[src/rtl/jtopl_pg_multi_if.sv]
// Slot-sequenced port bundle for jtopl_pg_multi: per-slot operator inputs and the phase result.
// Handshake: out_valid is a one-cycle strobe that marks fresh phase_out/slot_out; there is no ready, the consumer must take it that cycle.
interface jtopl_pg_multi_if #(
    parameter int OUTW = 10
);
    logic            cen;
    logic [9:0]      fnum;
    logic [2:0]      block;
    logic [3:0]      mul;
    logic            vib_en;
    logic            dvb;
    logic            keyon_rise;
    logic [5:0]      slot_in;
    logic [OUTW-1:0] phase_out;
    logic [5:0]      slot_out;
    logic            out_valid;

    modport master (
        output cen, fnum, block, mul, vib_en, dvb, keyon_rise,
        input  slot_in, phase_out, slot_out, out_valid
    );

    modport slave (
        input  cen, fnum, block, mul, vib_en, dvb, keyon_rise,
        output slot_in, phase_out, slot_out, out_valid
    );
endinterface

[src/rtl/jtopl_pg_multi.sv]
// Time-multiplexed 3-stage phase generator for all operator slots of an OPL-class core.
// Define JTOPL_PG_VIB_EN to build the vibrato counters and F-number offset logic.
module jtopl_pg_multi #(
    parameter int SLOTS  = 18,
    parameter int PHW    = 19,
    parameter int OUTW   = 10,
    parameter int VIBDIV = 1024
) (
    input  logic              clk,
    input  logic              rst,
    jtopl_pg_multi_if.slave   bus
);
    localparam int SIDX = (SLOTS > 1) ? $clog2(SLOTS) : 1;

    logic [5:0]      slot_cnt;
    logic [11:0]     fnum_mod;

    logic [11:0]     s1_fmod;
    logic [2:0]      s1_block;
    logic [3:0]      s1_mul;
    logic            s1_kon;
    logic            s1_valid;
    logic [5:0]      s1_slot;

    logic [PHW-1:0]  s2_inc;
    logic            s2_kon;
    logic            s2_valid;
    logic [5:0]      s2_slot;

    logic [PHW-1:0]  phase_mem [SLOTS];
    logic [OUTW-1:0] phase_q;
    logic [5:0]      slot_q;
    logic            valid_q;

    logic            last_slot;
    assign last_slot = (slot_cnt == 6'(SLOTS - 1));

`ifdef JTOPL_PG_VIB_EN
    localparam int FCW = $clog2(VIBDIV);

    logic [FCW-1:0]  frame_cnt;
    logic [2:0]      vib_pos;
    logic [3:0]      full;
    logic [3:0]      half;
    logic [8:0]      offset;

    always_ff @(posedge clk) begin
        if (rst) begin
            frame_cnt <= '0;
            vib_pos   <= 3'd0;
        end else if (bus.cen && last_slot) begin
            frame_cnt <= frame_cnt + 1'b1;
            if (&frame_cnt) vib_pos <= vib_pos + 3'd1;
        end
    end

    always_comb begin
        full   = bus.dvb ? {bus.fnum[9:7], 1'b0} : {1'b0, bus.fnum[9:7]};
        half   = {1'b0, full[3:1]};
        offset = 9'd0;
        if (bus.vib_en) begin
            case (vib_pos)
                3'd1, 3'd3: offset = {5'd0, half};
                3'd2:       offset = {5'd0, full};
                3'd5, 3'd7: offset = 9'd0 - {5'd0, half};
                3'd6:       offset = 9'd0 - {5'd0, full};
                default:    offset = 9'd0;
            endcase
        end
        fnum_mod = {bus.fnum, 2'b00} + {{3{offset[8]}}, offset};
    end
`else
    logic unused_vib;
    assign unused_vib = bus.vib_en ^ bus.dvb;
    assign fnum_mod   = {bus.fnum, 2'b00};
`endif

    // Block 2 leaves fnum_mod in place; the 19-bit staging keeps block 7 from losing MSBs.
    logic [16:0]     phinc;
    logic [4:0]      factor;
    logic [21:0]     prod;
    logic [PHW-1:0]  inc;

    always_comb begin
        phinc = 17'(({7'd0, s1_fmod} << s1_block) >> 2);
        case (s1_mul)
            4'd0:         factor = 5'd1;
            4'd1:         factor = 5'd2;
            4'd2:         factor = 5'd4;
            4'd3:         factor = 5'd6;
            4'd4:         factor = 5'd8;
            4'd5:         factor = 5'd10;
            4'd6:         factor = 5'd12;
            4'd7:         factor = 5'd14;
            4'd8:         factor = 5'd16;
            4'd9:         factor = 5'd18;
            4'd10, 4'd11: factor = 5'd20;
            4'd12, 4'd13: factor = 5'd24;
            default:      factor = 5'd30;
        endcase
        prod = {5'd0, phinc} * {17'd0, factor};
        inc  = PHW'(prod >> 1);
    end

    logic [SIDX-1:0] wr_idx;
    logic [PHW-1:0]  nxt_phase;

    always_comb begin
        wr_idx    = s2_slot[SIDX-1:0];
        nxt_phase = s2_kon ? '0 : phase_mem[wr_idx] + s2_inc;
    end

    always_ff @(posedge clk) begin
        if (rst) begin
            slot_cnt <= 6'd0;
            s1_fmod  <= 12'd0;
            s1_block <= 3'd0;
            s1_mul   <= 4'd0;
            s1_kon   <= 1'b0;
            s1_valid <= 1'b0;
            s1_slot  <= 6'd0;
            s2_inc   <= '0;
            s2_kon   <= 1'b0;
            s2_valid <= 1'b0;
            s2_slot  <= 6'd0;
            for (int i = 0; i < SLOTS; i++) phase_mem[i] <= '0;
            phase_q  <= '0;
            slot_q   <= 6'd0;
            valid_q  <= 1'b0;
        end else begin
            valid_q <= 1'b0;
            if (bus.cen) begin
                slot_cnt <= last_slot ? 6'd0 : slot_cnt + 6'd1;
                s1_fmod  <= fnum_mod;
                s1_block <= bus.block;
                s1_mul   <= bus.mul;
                s1_kon   <= bus.keyon_rise;
                s1_slot  <= slot_cnt;
                s1_valid <= 1'b1;
                s2_inc   <= inc;
                s2_kon   <= s1_kon;
                s2_slot  <= s1_slot;
                s2_valid <= s1_valid;
                // The slot leaves stage 3 before it is sampled again, so this RMW never races itself.
                if (s2_valid) begin
                    phase_mem[wr_idx] <= nxt_phase;
                    phase_q           <= nxt_phase[PHW-1 -: OUTW];
                    slot_q            <= s2_slot;
                    valid_q           <= 1'b1;
                end
            end
        end
    end

    assign bus.slot_in   = slot_cnt;
    assign bus.phase_out = phase_q;
    assign bus.slot_out  = slot_q;
    assign bus.out_valid = valid_q;
endmodule

[src/flat_wrapper.sv]
// flat-port wrapper written by rule: the top's interface ports become plain ports
module jtopl_pg_multi_flat 
#(
    parameter int SLOTS  = 18,
    parameter int PHW    = 19,
    parameter int OUTW   = 10,
    parameter int VIBDIV = 1024
)
  (clk, rst, bus_cen, bus_fnum, bus_block, bus_mul, bus_vib_en, bus_dvb, bus_keyon_rise, bus_slot_in, bus_phase_out, bus_slot_out, bus_out_valid);
  jtopl_pg_multi_if #(.OUTW(OUTW)) bus_i ();
  input  logic clk;
  input  logic rst;
  input wire logic [$bits(bus_i.cen)-1:0] bus_cen;
  input wire logic [$bits(bus_i.fnum)-1:0] bus_fnum;
  input wire logic [$bits(bus_i.block)-1:0] bus_block;
  input wire logic [$bits(bus_i.mul)-1:0] bus_mul;
  input wire logic [$bits(bus_i.vib_en)-1:0] bus_vib_en;
  input wire logic [$bits(bus_i.dvb)-1:0] bus_dvb;
  input wire logic [$bits(bus_i.keyon_rise)-1:0] bus_keyon_rise;
  output wire logic [$bits(bus_i.slot_in)-1:0] bus_slot_in;
  output wire logic [$bits(bus_i.phase_out)-1:0] bus_phase_out;
  output wire logic [$bits(bus_i.slot_out)-1:0] bus_slot_out;
  output wire logic [$bits(bus_i.out_valid)-1:0] bus_out_valid;
  assign bus_i.cen = bus_cen;
  assign bus_i.fnum = bus_fnum;
  assign bus_i.block = bus_block;
  assign bus_i.mul = bus_mul;
  assign bus_i.vib_en = bus_vib_en;
  assign bus_i.dvb = bus_dvb;
  assign bus_i.keyon_rise = bus_keyon_rise;
  assign bus_slot_in = bus_i.slot_in;
  assign bus_phase_out = bus_i.phase_out;
  assign bus_slot_out = bus_i.slot_out;
  assign bus_out_valid = bus_i.out_valid;
  jtopl_pg_multi #(.SLOTS(SLOTS), .PHW(PHW), .OUTW(OUTW), .VIBDIV(VIBDIV)) u_core (.clk(clk), .rst(rst), .bus(bus_i));
endmodule
[config.mk]
export PLATFORM = sky130hd
export DESIGN_NAME = jtopl_pg_multi_flat
export DESIGN_NICKNAME = d
export VERILOG_FILES = /design/src/rtl/jtopl_pg_multi_if.sv /design/src/rtl/jtopl_pg_multi.sv /design/src/flat_wrapper.sv
export SDC_FILE = /design/constraint.sdc
export NUM_CORES = 1
export LEC_CHECK = 0
export BUFFER_PORTS_ARGS = -buffer_cell sky130_fd_sc_hd__buf_2
export CAP_MARGIN = 10
export CORE_ASPECT_RATIO = 1.2
export CORE_MARGIN = 3
export CORE_UTILIZATION = 39
export CTS_CLUSTER_SIZE = 40
export DETAILED_ROUTE_END_ITERATION = 16
export PLACE_DENSITY = 0.58
export SLEW_MARGIN = 20
export SYNTH_ARGS = -nofsm -noshare
export SYNTH_HDL_FRONTEND = slang
export SYNTH_SLANG_ARGS = --single-unit
export TNS_END_PERCENT = 100
[constraint.sdc]
create_clock -name clk -period 10.3 [get_ports clk]
set_input_delay 1.03 -clock clk [delete_from_list [all_inputs] [get_ports clk]]
set_output_delay 1.03 -clock clk [all_outputs]
set_load 0.05 [all_outputs]
==> results of run 1 <==
==> metal layers <==
metal  share of wire  track usage
met4           0.046      0.08484
met3           0.070      0.03356
met5               0            0
met2            0.47       0.2962
met1            0.41       0.2492
==> layout make-up <==
type	count	area share
Antenna cell	1	0.00007095
Clock buffer	92	0.05591
Clock inverter	42	0.01043
Inverter	82	0.008727
Multi-Input combinational cell	1225	0.3071
Sequential cell	693	0.5662
Tap cell	1035	0.03672
Timing Repair Buffer	81	0.01483
==> cell families (layout without fill, tap and decap cells) <==
family,count (synthesis),in the layout,synth area share
adders and majority gates,90,90,0.04639
other,0,1,0
buffers and inverters,207,297,0.02696
DFF,693,693,0.6325
AOI/OAI and AO/OA,133,133,0.02787
and+or+nand+nor,696,696,0.09675
muxes,271,271,0.1583
xor gates and xnor gates,35,35,0.01126
==> metrics by stage <==
step           worst slack [ps]  cells  area [um^2]
3_3_place_gp               3794   3115        32880
4_1_cts                    3754   3249        35230
5_1_grt                    3282   3250        35270
6_report                   3787   3251        35270
2_1_floorplan              5378   2125        31560
3_5_place_dp               3734   3115        32890
==> sequential cells by signal, indices dropped and copies added, names as in the netlist, 3 cells and up, named ones only <==
signal	flops
u_core.s1_slot	6
u_core.phase_mem	608
u_core.s1_fmod	10
u_core.s2_slot	6
u_core.bus.slot_in	6
u_core.s1_mul	4
u_core.s2_inc	19
u_core.factor	5
u_core.bus.slot_out	6
u_core.bus.phase_out	10
u_core.s1_block	3
==> tightest hold or removal path: cells and delay by family (launching register included) <==
family | cells | cell delay, ps
flip-flops | 1 | 300
AND/OR/NAND/NOR | 2 | 90
==> power by group through the flow <==
stage | registers, mW | clock network (mW) | logic [mW]
final | 3.13 | 2.57 | 0.324
after CTS | 3.13 | 2.62 | 0.325
after detailed placement | 3.19 | 0 | 0.322
after floorplan | 3.17 | 0 | 0.229
after global routing | 3.13 | 2.73 | 0.353
after global placement | 3.18 | 0 | 0.320
==> cells in the mapped netlist, types with 4 or more instances <==
cell type / n
dfxtp_1: 85
buf_2: 28
buf_4: 4
mux4_2: 180
a211oi_1: 7
inv_1: 82
o21ai_0: 21
nor2_1: 428
o21bai_1: 5
nand2_1: 93
nor2b_1: 36
edfxtp_1: 608
nor3b_1: 4
mux2_2: 24
xnor2_1: 14
ha_1: 45
xor2_1: 17
a211o_1: 6
nor3_1: 8
o21ai_1: 4
nand3b_1: 4
nand2b_1: 32
a21oi_1: 36
a21o_1: 27
buf_1: 11
nand3_1: 31
mux2i_1: 67
clkbuf_1: 78
and2_1: 26
fa_1: 45
and3_1: 12
==> final timing paths <==
kind                                              from                                   end
setup / recovery                                  flop    u_core.phase_mem[30][11]$_DFFE_PP_
hold / removal    u_core.bus.phase_out[1]$_SDFFE_PP0P_  u_core.bus.phase_out[1]$_SDFFE_PP0P_
setup reg to reg                                  flop    u_core.phase_mem[30][11]$_DFFE_PP_
hold reg to reg   u_core.bus.phase_out[1]$_SDFFE_PP0P_  u_core.bus.phase_out[1]$_SDFFE_PP0P_
==> qor.yml, run 1 <==
synth-async-reset-ratio: 0
grt_pass1_vias: 18050
cp_slowest_stage_delay_ps: 840
whs_ps: 441.7
fillers: 7107
cts_tree: "built"
utilization: 0.4423
post-dp-hpwl_mm: 49.02
power_frac_comb: 0.054
fmax_ghz: 0.1535
critical_path.slowest_cell: "nand2_1"
area_growth_pct: 11.77
drt_wl_total_mm: 78.07
ff2ff_setup_slack_ps: 3790
hold_viol: 0
synth-edff-count: 608
yosysWarnings: 0
synthCells: 2125
synth.distinct_cells: 63
drv_cap: 0
syn_avg_cell_area_um2: 14.85
cts-root-buf: "clkbuf_16"
netlist_area_um2: 31560
antenna_found_initial: 1
core_area_um2: 79740
grt_pass1_wl_mm: 116.6
final_cell_mix: "edfxtp_1 (608), nor2_1 (412), mux4_2 (180)"
port_buffers: 43
die_y_um: 317.6
routabilityCongestion: 0.8719
initial_core_util: 0.3957
drtIter0Drc: 1619
grt.total_usage: 0.1858
grt_overflow: 0
ys_ff_latch: 693
cts_max_level: 3
holdBufCountCts: 0
multi_input_area_um2: 10830
final_common_cell: "edfxtp_1"
ys.flop_type: "edfxtp_1"
grt_max_degree: 85
setup_tns_ps: 0
hold_path.class: "flop to flop"
synth_top_area_cell: "edfxtp_1"
ctsLongestPathBuffers: 3
dieArea_um2: 84380
cp_max_fo: 84
yosysTopAreaCellShare: 0.5786
syn-num-nets: 2238
maxSlewHeadroom: 0.2060
drive_above_1_share: 0.1991
hold-path-cell-count: 2
sequentialPowerShare: 0.519
fin_worst_skew_ps: 28.35
nNetsFinal: 2269
synth_area_leaders: "edfxtp_1 (58%), mux4_2 (13%), dfxtp_1 (5.4%)"
cp_num_buf_inv: 3
peakVddDrop_mv: 0.1023
outcome: "finished, final reports clean"
clk_pin_slew_ps: 60
clkPwrFrac: 0.427
ff2ff_path_depth: 13
path_delay_family: "buffers and inverters"
power.density_nw_per_um2: 170.7
avgViaCountPerCell: 5.473
core.rowCount: 113
seq_area_um2: 19970
remaining_drc_errors: 0
ios: 46
setup_viol: 0
ctsResizeCount: 0
intPower_mw: 4.684
critPathArrivalTime_ps: 6740
worst-setup-path-type: "flop to flop"
switching_share: 0.2218
tightest_slew_ps: 1188
rsz0062_at_grt: "no"
first_pass_iters: 5
leakagePower_nw: 12.64
critPathCaptureType: "flop"
fin_crit_ps: 6513
clock_latency_ps: 630
crit_chain: "buf_12, buf_4, mux4_2, mux4_2, mux2_2, ha_1, a211o_1, a211oi_2, nor3_2, nor3b_1, xnor2_1, nand2_1, inv_1"
post_cts_buffers: 0
vias: 17790
total_power_mw: 6.019
p_sw_mw: 1.335
numCtsBuffers: 73
cpMostUsedCell: "mux4_2"
post_drt_wl_per_cell_um: 24.01
crit_path_start_kind: "flop"
fp.dieW_um: 265.7
fin_crit_sh: 0.6323
ys_seq_area_frac: 0.6325
cts_sinks: 693
ant_nets: 0
cp.required_ps: 10520
slew_violations: 0
crit_cells: 13
Note: power is estimated with default switching activity, not from simulation.
==> run 2, diff against run 1 <==
--- a/config.mk
+++ b/config.mk
@@ -5,6 +5,7 @@
 export SDC_FILE = /design/constraint.sdc
 export NUM_CORES = 1
 export LEC_CHECK = 0
+export ABC_AREA = 1
 export BUFFER_PORTS_ARGS = -buffer_cell sky130_fd_sc_hd__buf_2
 export CAP_MARGIN = 10
 export CORE_ASPECT_RATIO = 1.2
==> constraint.sdc (replaced) <==
create_clock -name clk -period 6.1 [get_ports clk]
set_input_delay 0.61 -clock clk [delete_from_list [all_inputs] [get_ports clk]]
set_output_delay 0.61 -clock clk [all_outputs]
set_load 0.05 [all_outputs]
==> qor.yml, run 2 <==
synth_top_family_by_area: "simple AND/OR/NAND/NOR gates"
rsz0062_at_grt: "no"
synth_top_area_cell: "edfxtp_1"
ys_ff_latch: 693  # unchanged
synth-edff-count: 608  # unchanged
power.density_nw_per_um2: 304.0  # +78%
post-dp-hpwl_mm: 56.71  # +16%
core.rowCount: 114  # +0.88%
critPathCaptureType: "flop"
peakVddDrop_mv: 0.2402  # +130%
fin_crit_ps: 5126  # -1387 ps
fin_crit_sh: 0.8403  # +0.2080
core_area_um2: 81300  # +2.0%
ctsLongestPathBuffers: 3  # unchanged
ys_seq_area_frac: 0.6188  # -0.01369
dieArea_um2: 86200  # +2.2%
utilization: 0.4411  # -0.001201
ctsResizeCount: 0  # unchanged
clk_pin_slew_ps: 60  # about the same
fin_worst_skew_ps: 39.79  # +11.44 ps
die_y_um: 321.0  # +1.1%
yosysTopAreaCellShare: 0.5660  # -0.01252
cts_sinks: 693  # unchanged
grt.total_usage: 0.2112  # +0.02536
grt_overflow: 0  # unchanged
clock_latency_ps: 640  # about the same
hold-path-cell-count: 3  # +1
outcome: "finished, final reports clean"
grt_pass1_wl_mm: 137.0  # +18%
worst-setup-path-type: "flop to flop"
synthCells: 3138  # +48%
top_register: "u_core.phase_mem"
holdBufCountCts: 0  # unchanged
yosysWarnings: 0  # unchanged
final_common_cell: "nor2_1"
cts-root-buf: "clkbuf_16"
synthAdderAreaFrac: 0.04539  # -0.001004
total_power_mw: 10.90  # +81%
reg_top3: "u_core.phase_mem: 608 flops, u_core.s2_inc: 19 flops"
initial_core_util: 0.3967  # +0.0009868
drive_above_1_share: 0.09254  # -0.1066
fmax_ghz: 0.1951  # +27%
critPathArrivalTime_ps: 5580  # -1160 ps
ios: 46  # unchanged
cp.required_ps: 6560  # -3960 ps
numCtsBuffers: 72  # -1.4%
syn_avg_cell_area_um2: 10.28  # -31%
hold_path.class: "input pin to flop"
setup_tns_ps: 0  # unchanged
synthSimpleGateAreaFrac: 0.1605  # +0.06373
leakagePower_nw: 13.19  # +4.4%
cp_max_fo: 125  # +49%
cts_tree: "built"
cts_max_level: 3  # unchanged
grt_max_degree: 164  # +93%
fin_ws_ps: 974.1  # -2813 ps
nNetsFinal: 3232  # +42%
setup_viol: 0  # unchanged
syn-num-nets: 3251  # +45%
drt_wl_total_mm: 91.80  # +18%
synth-compound-area-share: 0.1196  # +0.09172
place_ws_ps: 832.4  # -2902 ps
port_buffers: 43  # unchanged
yosys-mux-area-fraction: 0.0003103  # -0.1580
yosysMostFrequentCell: "nor2_1"
remaining_drc_errors: 0  # unchanged
post_drt_wl_per_cell_um: 21.74  # -9.5%
drv_cap: 0  # unchanged
final_cell_mix: "nor2_1 (828), edfxtp_1 (608), o21ai_0 (380)"
synth.distinct_cells: 54  # -14%
slew_violations: 0  # unchanged
synth-async-reset-ratio: 0  # unchanged
maxSlewHeadroom: 0.2859  # +0.07986
ant_nets: 0  # unchanged
hold_viol: 0  # unchanged
post_cts_buffers: 0  # unchanged
fp.dieW_um: 268.5  # +1.1%
synth_xor_xnor_area_share: 0.003802  # -0.007459
first_pass_iters: 5  # unchanged
grt_pass1_vias: 22120  # +23%
largest_reg_flops: 608  # unchanged
ys.flop_type: "edfxtp_1"
area_growth_pct: 11.19
crit_path_start_kind: "flop"
antenna_found_initial: 2  # +1
tightest_slew_ps: 1069  # -119.5 ps
routabilityCongestion: 0.9591  # +10%
netlist_area_um2: 32250  # +2.2%
synth_area_leaders: "edfxtp_1 (57%), nor2_1 (9.8%), o21ai_0 (5.9%)"
avgViaCountPerCell: 5.481  # +0.15%
ff2ff_path_depth: 14  # +1
drtIter0Drc: 2042  # +26%
vias: 23140  # +30%
synth_commonest_cells: "nor2_1 (845), edfxtp_1 (608), o21ai_0 (380)"
## run 2: power by group
part / leakage, nW / total, mW / internal [mW] / switching [mW]
registers: 6.78 / 5.32 / 5.26 / 0.0621
clock network: 1.15 / 4.40 / 2.49 / 1.92
logic: 5.27 / 1.18 / 0.333 / 0.846
## run 2: worst max-delay path: stages, from the launching register on
cell      delay [ps]
dfxtp_4          420
inv_8            550
buf_4            420
o21ai_0          120
o221ai_1         200
nand3_1          240
a22oi_1          320
ha_1             320
fa_1             300
nand2_1           70
o21ai_0          370
nor2_1           100
nor3_2           810
inv_2            430
nor2_1           190
## run 2: cells by family after synthesis
| family | count (synthesis) |
|---|---|
| buf+inv | 397 |
| simple gates | 1285 |
| compound gates | 658 |
| flops | 693 |
| mux | 1 |
| fa+ha+maj | 90 |
| xor+xnor | 14 |
## run 2: final timing paths
path,from,endpoint,slack [ps]
max,flop,u_core.phase_mem[5][4]$_SDFFCE_PN0P_,970
min,bus_fnum[2],u_core.s1_fmod[4]$_SDFFE_PP0P_,210
min reg2reg,u_core.bus.phase_out[8]$_SDFFE_PP0P_,u_core.bus.phase_out[8]$_SDFFE_PP0P_,450
max reg2reg,flop,u_core.phase_mem[5][4]$_SDFFCE_PN0P_,970
## run 2: stage by stage
stage	hold slack (ps)	area, um^2	instances
6_report	207.5	35860	4222
5_1_grt	203.0	35860	4221
4_1_cts	178.7	35860	4221
3_5_place_dp	439.8	33500	4089
3_3_place_gp	433.8	33500	4089
2_1_floorplan	434.8	32250	3138
## run 2: cell type report
cell class	count	area [um^2]
fill	7674	45440
tap	1044	1306
inverter	186	708.2
multi-input combinational	2048	10680
clock buffer	86	1876
sequential	693	19970
clock inverter	46	483.0
timing repair buffer	118	840.8
antenna	1	2.502
## run 2: metal layers
layer | share of wire | vias to the layer above | GRT usage
met5 | 0 | - | 0
met4 | 0.041 | 0 | 0.09031
met3 | 0.065 | 159 | 0.02716
met2 | 0.49 | 778 | 0.3565
met1 | 0.40 | 11350 | 0.2736
li1 | - | 10860 | -
